File: src/rtl/control_registros.sv
// rtl/control_registros.sv - MicroUAZ fetch/decode sequencer driving Registros, the write mux and data memory
module control_registros #(
    parameter logic [3:0] MEM_TIMEOUT = 4'd15
) (
    input  logic        i_Clk,
    input  logic        i_Reset,
    input  logic [15:0] i_Instr,
    input  logic        i_Instr_Valid,
    output logic        o_Instr_Ready,
    input  logic        i_Run,
    input  logic        i_Mem_Ack,
    output logic [2:0]  Sel_RX,
    output logic [2:0]  Sel_RY,
    output logic        Load_Store,
    output logic [1:0]  o_Sel_Mux,
    output logic [2:0]  o_Alu_Op,
    output logic [7:0]  o_Imm,
    output logic        o_Mem_Rd,
    output logic        o_Mem_Wr,
    output logic [7:0]  o_PC,
    output logic        o_Busy,
    output logic        o_Illegal,
    output logic        o_Mem_Timeout
);

    typedef enum logic [2:0] {
        S_FETCH,
        S_DECODE,
        S_WRITE,
        S_MEM,
        S_HALT
    } state_t;

    state_t      state_q, state_d;
    logic [15:0] instr_q, instr_d;
    logic [7:0]  pc_q, pc_d;
    logic [3:0]  cnt_q, cnt_d;
    logic [2:0]  sel_rx_q, sel_rx_d;
    logic [2:0]  sel_ry_q, sel_ry_d;
    logic [1:0]  sel_mux_q, sel_mux_d;
    logic [2:0]  alu_op_q, alu_op_d;
    logic [7:0]  imm_q, imm_d;
    logic        wr_strobe_q, wr_strobe_d;
    logic        mem_rd_q, mem_rd_d;
    logic        mem_wr_q, mem_wr_d;
    logic        illegal_q, illegal_d;
    logic        timeout_q, timeout_d;
    logic [3:0]  op;

    assign op = instr_q[15:12];

    always_ff @(posedge i_Clk or posedge i_Reset) begin
        if (i_Reset) begin
            state_q     <= S_FETCH;
            instr_q     <= '0;
            pc_q        <= '0;
            cnt_q       <= '0;
            sel_rx_q    <= '0;
            sel_ry_q    <= '0;
            sel_mux_q   <= '0;
            alu_op_q    <= '0;
            imm_q       <= '0;
            wr_strobe_q <= 1'b0;
            mem_rd_q    <= 1'b0;
            mem_wr_q    <= 1'b0;
            illegal_q   <= 1'b0;
            timeout_q   <= 1'b0;
        end else begin
            state_q     <= state_d;
            instr_q     <= instr_d;
            pc_q        <= pc_d;
            cnt_q       <= cnt_d;
            sel_rx_q    <= sel_rx_d;
            sel_ry_q    <= sel_ry_d;
            sel_mux_q   <= sel_mux_d;
            alu_op_q    <= alu_op_d;
            imm_q       <= imm_d;
            wr_strobe_q <= wr_strobe_d;
            mem_rd_q    <= mem_rd_d;
            mem_wr_q    <= mem_wr_d;
            illegal_q   <= illegal_d;
            timeout_q   <= timeout_d;
        end
    end

    always_comb begin
        state_d     = state_q;
        instr_d     = instr_q;
        pc_d        = pc_q;
        cnt_d       = cnt_q;
        sel_rx_d    = sel_rx_q;
        sel_ry_d    = sel_ry_q;
        sel_mux_d   = sel_mux_q;
        alu_op_d    = alu_op_q;
        imm_d       = imm_q;
        wr_strobe_d = 1'b0;
        mem_rd_d    = mem_rd_q;
        mem_wr_d    = mem_wr_q;
        illegal_d   = 1'b0;
        timeout_d   = 1'b0;

        case (state_q)
            S_FETCH: begin
                if (i_Instr_Valid) begin
                    instr_d = i_Instr;
                    pc_d    = pc_q + 8'd1;
                    state_d = S_DECODE;
                end
            end
            S_DECODE: begin
                sel_rx_d  = instr_q[11:9];
                sel_ry_d  = instr_q[8:6];
                alu_op_d  = instr_q[2:0];
                imm_d     = instr_q[7:0];
                sel_mux_d = 2'd0;
                cnt_d     = '0;
                case (op)
                    4'd0: state_d = S_FETCH;
                    4'd1: begin
                        sel_mux_d   = 2'd1;
                        wr_strobe_d = 1'b1;
                        state_d     = S_WRITE;
                    end
                    4'd2: begin
                        sel_mux_d   = 2'd3;
                        wr_strobe_d = 1'b1;
                        state_d     = S_WRITE;
                    end
                    4'd3: begin
                        wr_strobe_d = 1'b1;
                        state_d     = S_WRITE;
                    end
                    4'd4: begin
                        sel_mux_d = 2'd2;
                        mem_rd_d  = 1'b1;
                        state_d   = S_MEM;
                    end
                    4'd5: begin
                        mem_wr_d = 1'b1;
                        state_d  = S_MEM;
                    end
                    4'd6: begin
                        pc_d    = instr_q[7:0];
                        state_d = S_FETCH;
                    end
                    4'd7: state_d = S_HALT;
                    default: begin
                        illegal_d = 1'b1;
                        state_d   = S_FETCH;
                    end
                endcase
            end
            S_WRITE: state_d = S_FETCH;
            S_MEM: begin
                // An ack in the limit cycle still wins over the abort.
                if (i_Mem_Ack) begin
                    mem_rd_d = 1'b0;
                    mem_wr_d = 1'b0;
                    cnt_d    = '0;
                    state_d  = S_FETCH;
                end else if (cnt_q + 4'd1 == MEM_TIMEOUT) begin
                    mem_rd_d  = 1'b0;
                    mem_wr_d  = 1'b0;
                    cnt_d     = '0;
                    timeout_d = 1'b1;
                    state_d   = S_FETCH;
                end else begin
                    cnt_d = cnt_q + 4'd1;
                end
            end
            S_HALT: begin
                if (i_Run) state_d = S_FETCH;
            end
            default: state_d = S_FETCH;
        endcase
    end

    // A load writes back in the very cycle memory data is presented with its ack.
    assign Load_Store    = wr_strobe_q | ((state_q == S_MEM) & mem_rd_q & i_Mem_Ack);
    assign o_Instr_Ready = (state_q == S_FETCH);
    assign o_Busy        = (state_q != S_FETCH) && (state_q != S_HALT);
    assign Sel_RX        = sel_rx_q;
    assign Sel_RY        = sel_ry_q;
    assign o_Sel_Mux     = sel_mux_q;
    assign o_Alu_Op      = alu_op_q;
    assign o_Imm         = imm_q;
    assign o_Mem_Rd      = mem_rd_q;
    assign o_Mem_Wr      = mem_wr_q;
    assign o_PC          = pc_q;
    assign o_Illegal     = illegal_q;
    assign o_Mem_Timeout = timeout_q;

endmodule

File: config.mk
export PLATFORM = sky130hd
export DESIGN_NAME = control_registros
export DESIGN_NICKNAME = d
export VERILOG_FILES = /design/src/rtl/control_registros.sv
export SDC_FILE = /design/constraint.sdc
export NUM_CORES = 1
export LEC_CHECK = 0
export CAP_MARGIN = 0
export CORE_ASPECT_RATIO = 1.4
export CORE_MARGIN = 2
export CORE_UTILIZATION = 40
export CTS_CLUSTER_SIZE = 28
export DETAILED_ROUTE_END_ITERATION = 10
export PLACE_DENSITY = 0.62
export SKIP_CTS_REPAIR_TIMING = 1
export SYNTH_ARGS = -nofsm -noshare
export SYNTH_HDL_FRONTEND = slang
export SYNTH_SLANG_ARGS = --single-unit
File: constraint.sdc
create_clock -name i_Clk -period 2.68 [get_ports i_Clk]
set_input_delay 0.536 -clock i_Clk [delete_from_list [all_inputs] [get_ports i_Clk]]
set_output_delay 0.536 -clock i_Clk [all_outputs]
set_load 0.01 [all_outputs]
==> After elaboration in Yosys (flattened, before gate mapping) <==
Cells that the tools add are included.
Widths: inputs -> output; s select.
{ "classes": {"addsub": 2, "eq_ne": 18, "mux": 26, "bitwise": 3, "n_reduce_logical": 14} }
{ "ops": {"columns": ["operator", "n"], "rows": [
  ["$eq 4x3->1 const B", 4],
  ["$mux 8", 2],
  ["$pmux 8 s2", 1],
  ["$mux 3", 4],
  ["$pmux 3 s4", 1],
  ["$reduce_and 3->1", 4],
  ["$mux 1", 11],
  ["$pmux 3 s3", 1],
  ["$add 8x1->8 const B", 1],
  ["$eq 4x2->1 const B", 2],
  ["$mux 4", 2],
  ["$ne 2x2->1 const B", 4],
  ["$pmux 4 s2", 1],
  ["$reduce_or 8->1", 1],
  ["$ne 3x3->1 const B", 2],
  ["$pmux 2 s3", 1],
  ["$add 4x1->4 const B", 1],
  ["$eq 4x1->1 const B", 1],
  ["$eq 4x4->1 const B", 1],
  ["$logic_not 4->1", 1],
  ["$pmux 1 s2", 2],
  ["$reduce_bool 2->1", 2],
  ["$eq 3x1->1 const B", 1],
  ["$eq 3x2->1 const B", 1],
  ["other kinds (10)", 11]
]} }
{ "totals": {"register_bits": 55, "input_bits": 21, "out_inout_bits": 34, "word_cells": 77} }

==> Longest topological paths before layout <==
{ "logic_depth": {"depth_word": 5, "ltp_mapped": 6, "mapped_depth_nobuf": 5} }

==> Worst setup path before layout <==
No wires, ideal clock.
{ "synth_path": {"path_kind": "reg2reg", "from": "register state_q[1]", "to": "register instr_q[0]", "setup_time_ns": 0.128, "t_arrival_ns": 1.513, "required_ns": 2.552, "slack_ns": 1.040, "stages_incl_launch_ff": 6, "path_buffers": 3, "synth_period_minus_slack_ns": 1.640, "path_cell_list": "dfrtp_1 buf_2 nor4b_2 buf_2 buf_4 mux2_1"} }
{ "synth_via": {"elab_chain_cells": 2} }
{ "synth_rtl": {"columns": ["item", "line_no", "text"], "rows": [
  ["start: declaration", "34", "state_t state_q, state_d;"],
  ["start signal: assignment", "69", "state_q <= state_d;"],
  ["$logic_not 3->1", "102", "case (state_q)"],
  ["$reduce_and 2->1 (no line)", null, null],
  ["end signal: assignment", "70", "instr_q <= instr_d;"],
  ["end: declaration", "35", "logic [15:0] instr_q, instr_d;"]
]} }
No other way between the ends.
A chain may end at the register's enable or synchronous reset.

==> Final worst setup path <==
{ "layout_path": {"from": "register state_q[1]", "to": "output port o_Instr_Ready"} }
{ "layout_via": {"elab_chain_cells": 1} }
{ "layout_rtl": {"columns": ["item", "line_no", "text"], "rows": [
  ["$logic_not 3->1", "180", "assign o_Instr_Ready = (state_q == S_FETCH);"],
  ["end: declaration", "9", "output logic o_Instr_Ready,"]
]} }
No other way between the ends.

==> run_results.csv <==
group,metric,value,unit
yosys,synth_top_area_frac,0.5371,
setup_path,critPathCapture,"o_Instr_Ready",
clocking,cts.sinks,50,
detailed_routing,wl_met2,2423,um
floorplanning,die-area,6460,um2
sta,rsz0062_at_grt,"no",
detailed_routing,drc,0,
status,status,"finished clean",
setup_path,reg2reg_to,"o_PC[4]",
worst_hold_path,hold_path_class,"register to register",
detailed_routing,wl_met3,247,um
global_route,first_global_vias,1712,
power,power_leakage,1.325,nW
global_route,gr-total-overflow,0,
clocking,clk_pin_slew,0.09,ns
yosys,synth_most_common_cell,"nand2_1",
clocking,clkLatencyLatePin,0.30,ns
clocking,clk_path_buf_depth,2,
cells_and_area,nets,291,
setup_path,timing.rr.start,"state_q[2]",
yosys,yosysTopAreaCell,"dfrtp_1",
sta,worst_slew_pin_slew,0.7016,ns
detailed_routing,wl_met1,1997,um
sta,slew_violations,0,
placed_design,placement.io_buffers,54,
yosys,synth.distinct_cells,45,
clocking,cts_root_buf,"clkbuf_8",
floorplanning,rows,32,
yosys,yosysSeqAreaShare,0.5371,
detailed_routing,routed.top_layer,"met4",
setup_path,critPathMaxFanout,9,
yosys,async_flop_share,1.000,
clocking,cts_max_level,2,
yosys,ys_seq_elements,50,
yosys,yosys-top-cells-count,"nand2_1, dfrtp_1, mux2_1",
clocking,cts_tree,"done",
setup_path,cp-start-kind,"register",
detailed_routing,wirelength,4721,um
power,power.density,1177,nW/um2
floorplanning,die_width,68.50,um
placed_design,place.gp.congestion,0.7373,
setup_path,rr_worst_depth,4,
detailed_routing,drtAntennaViolNets,0,
yosys,synthFlopType,"dfrtp_1",
cells_and_area,syn_to_final_growth,27.93,%
detailed_routing,dr.pass1.iters,4,
detailed_routing,drtIter0Drc,87,
global_route,antenna_found_initial,0,
sta,final-hold-violation-count,0,
setup_path,cp.required,2.14,ns
yosys,avgSynthCellArea,10.69,um2
clocking,numCtsBuffers,5,
setup_path,r2r_setup_slack,0.79,ns
sta,hold_ws,0.4731,ns
floorplanning,die_h,94.30,um
yosys,yosys_warnings,0,
sta,finalClockSkew,0.005745,ns
placed_design,post-dp-hpwl,3325,um
cells_and_area,antennaDiodeCount,0,
sta,setup_violations,0,
yosys,syn_nets,242,
floorplanning,core_area,5565,um2
sta,maxSlewHeadroom,0.5323,
job,max_cap_violations,0,
floorplanning,io_pins,55,
global_route,gr-usage-all-layers,0.1693,
yosys,synth_cells,218,
sta,min_period,2.367,ns
global_route,grt_max_degree,24,
yosys,synthesis.area,2330,um2
setup_path,startpoint,"state_q[1]",
yosys,synth_edf_count,0,
detailed_routing,drt-vias-per-instance,5.231,
cells_and_area,drive_above_1_share,0.08647,
global_route,grt_pass1_wl,8273,um
sta,fin_crit_sh,0.8833,
detailed_routing,vias,1747,
setup_path,crit_arrival,1.83,ns
setup_path,crit_type,"register to output port",
floorplanning,start_util,0.4186,
sta,max_freq,422.4,MHz
setup_path,crit_chain,"or2_2, nor2_1, clkdlybuf4s50_1",
setup_path,end_kind,"output port",
detailed_routing,wl_per_cell,14.13,um
power,peakVddDrop,0.0005905,V
setup_path,cpMaxStageDelayCell,"clkdlybuf4s50_1",
setup_path,slowest_delay,0.54,ns
yosys,synthTopCellsByArea,"dfrtp_1, nand2_1, mux2_1",
sta,setup_tns,0,ns
cells in the final DEF, fill, tap and decap left out, types with 5 or more instances in the layout:
cell type / n
dfrtp_1: 50
o21ai_1: 11
buf_4: 5
clkbuf_8: 6
nand2_1: 53
clkdlybuf4s50_1: 54
mux2_1: 14
a21oi_1: 7
how the worst min path moves through the flow:
stage	startpoint	endpoint	slack, ns	cells after the start
2_1_floorplan	instr_q[9]	Sel_RX[0]	0.43	2
3_3_place_gp	instr_q[11]	Sel_RX[2]	0.44	2
3_5_place_dp	instr_q[11]	Sel_RX[2]	0.45	2
4_1_cts	instr_q[11]	Sel_RX[2]	0.47	2
5_1_grt	instr_q[11]	Sel_RX[2]	0.50	2
6_report	instr_q[11]	Sel_RX[2]	0.47	2
cell families after synthesis:
kind of cell             after synthesis  share of synthesized area
multiplexers                          14                    0.06767
AND/OR/NAND/NOR                       81                     0.1719
AO/OA/AOI/OAI                         44                     0.1375
adder cells (fa/ha/maj)                3                    0.01611
buffers and inverters                 22                    0.05478
flip-flops                            50                     0.5371
XOR/XNOR                               4                    0.01504
where the power goes:
| group | internal [mW] | leakage, nW | switching (mW) | total, mW |
|---|---|---|---|---|
| sequential | 1.09 | 0.617 | 0.330 | 1.42 |
| clock | 0.200 | 0.0431 | 0.236 | 0.435 |
| combinational | 0.871 | 0.665 | 0.780 | 1.65 |
| total | 2.16 | 1.32 | 1.35 | 3.51 |
area by class of cell:
cell class                      instances  area, um2
Clock buffer                            6      82.58
Tap cell                               68      85.08
Fill cell                             517       2585
Sequential cell                        50       1251
Inverter                                5      18.77
Timing Repair Buffer                   59      578.1
Multi-Input combinational cell        146      964.7
flip-flops by register name, summed over array words and instances, names as in the netlist:
signal,count
state_q,3
cnt_q,4
Sel_RY,3
o_Mem_Timeout,1
o_Mem_Rd,1
wr_strobe_q,1
o_PC,8
instr_q,16
o_Illegal,1
Sel_RX,3
o_Alu_Op,2
o_Sel_Mux,2
o_Imm,4
o_Mem_Wr,1
critical path, delay by kind of cell, from the launching register on:
kind                   cells  cell delay [ns]
flip-flops                 1             0.53
buffers and inverters      1             0.54
AND/OR/NAND/NOR            2             0.46
per-stage QoR:
stage	utilization	power (mW)	setup slack (ns)	std cells	area, um2
after detailed placement	0.5207	3.114	0.4423	328	2898
after CTS	0.5355	3.566	0.3128	334	2980
after floorplan	-	2.422	0.9428	218	2330
after global placement	0.5207	3.089	0.4465	328	2898
after global routing	0.5355	3.825	0.2164	334	2980
final	0.5355	3.507	0.3127	334	2980
per-layer routing:
layer	vias up	global-route usage
met5	-	0
met4	0	0.04500
met3	6	0.04436
met2	36	0.2740
met1	855	0.2215
li1	850	-
No activity file was read; power rests on OpenSTA's default activity.
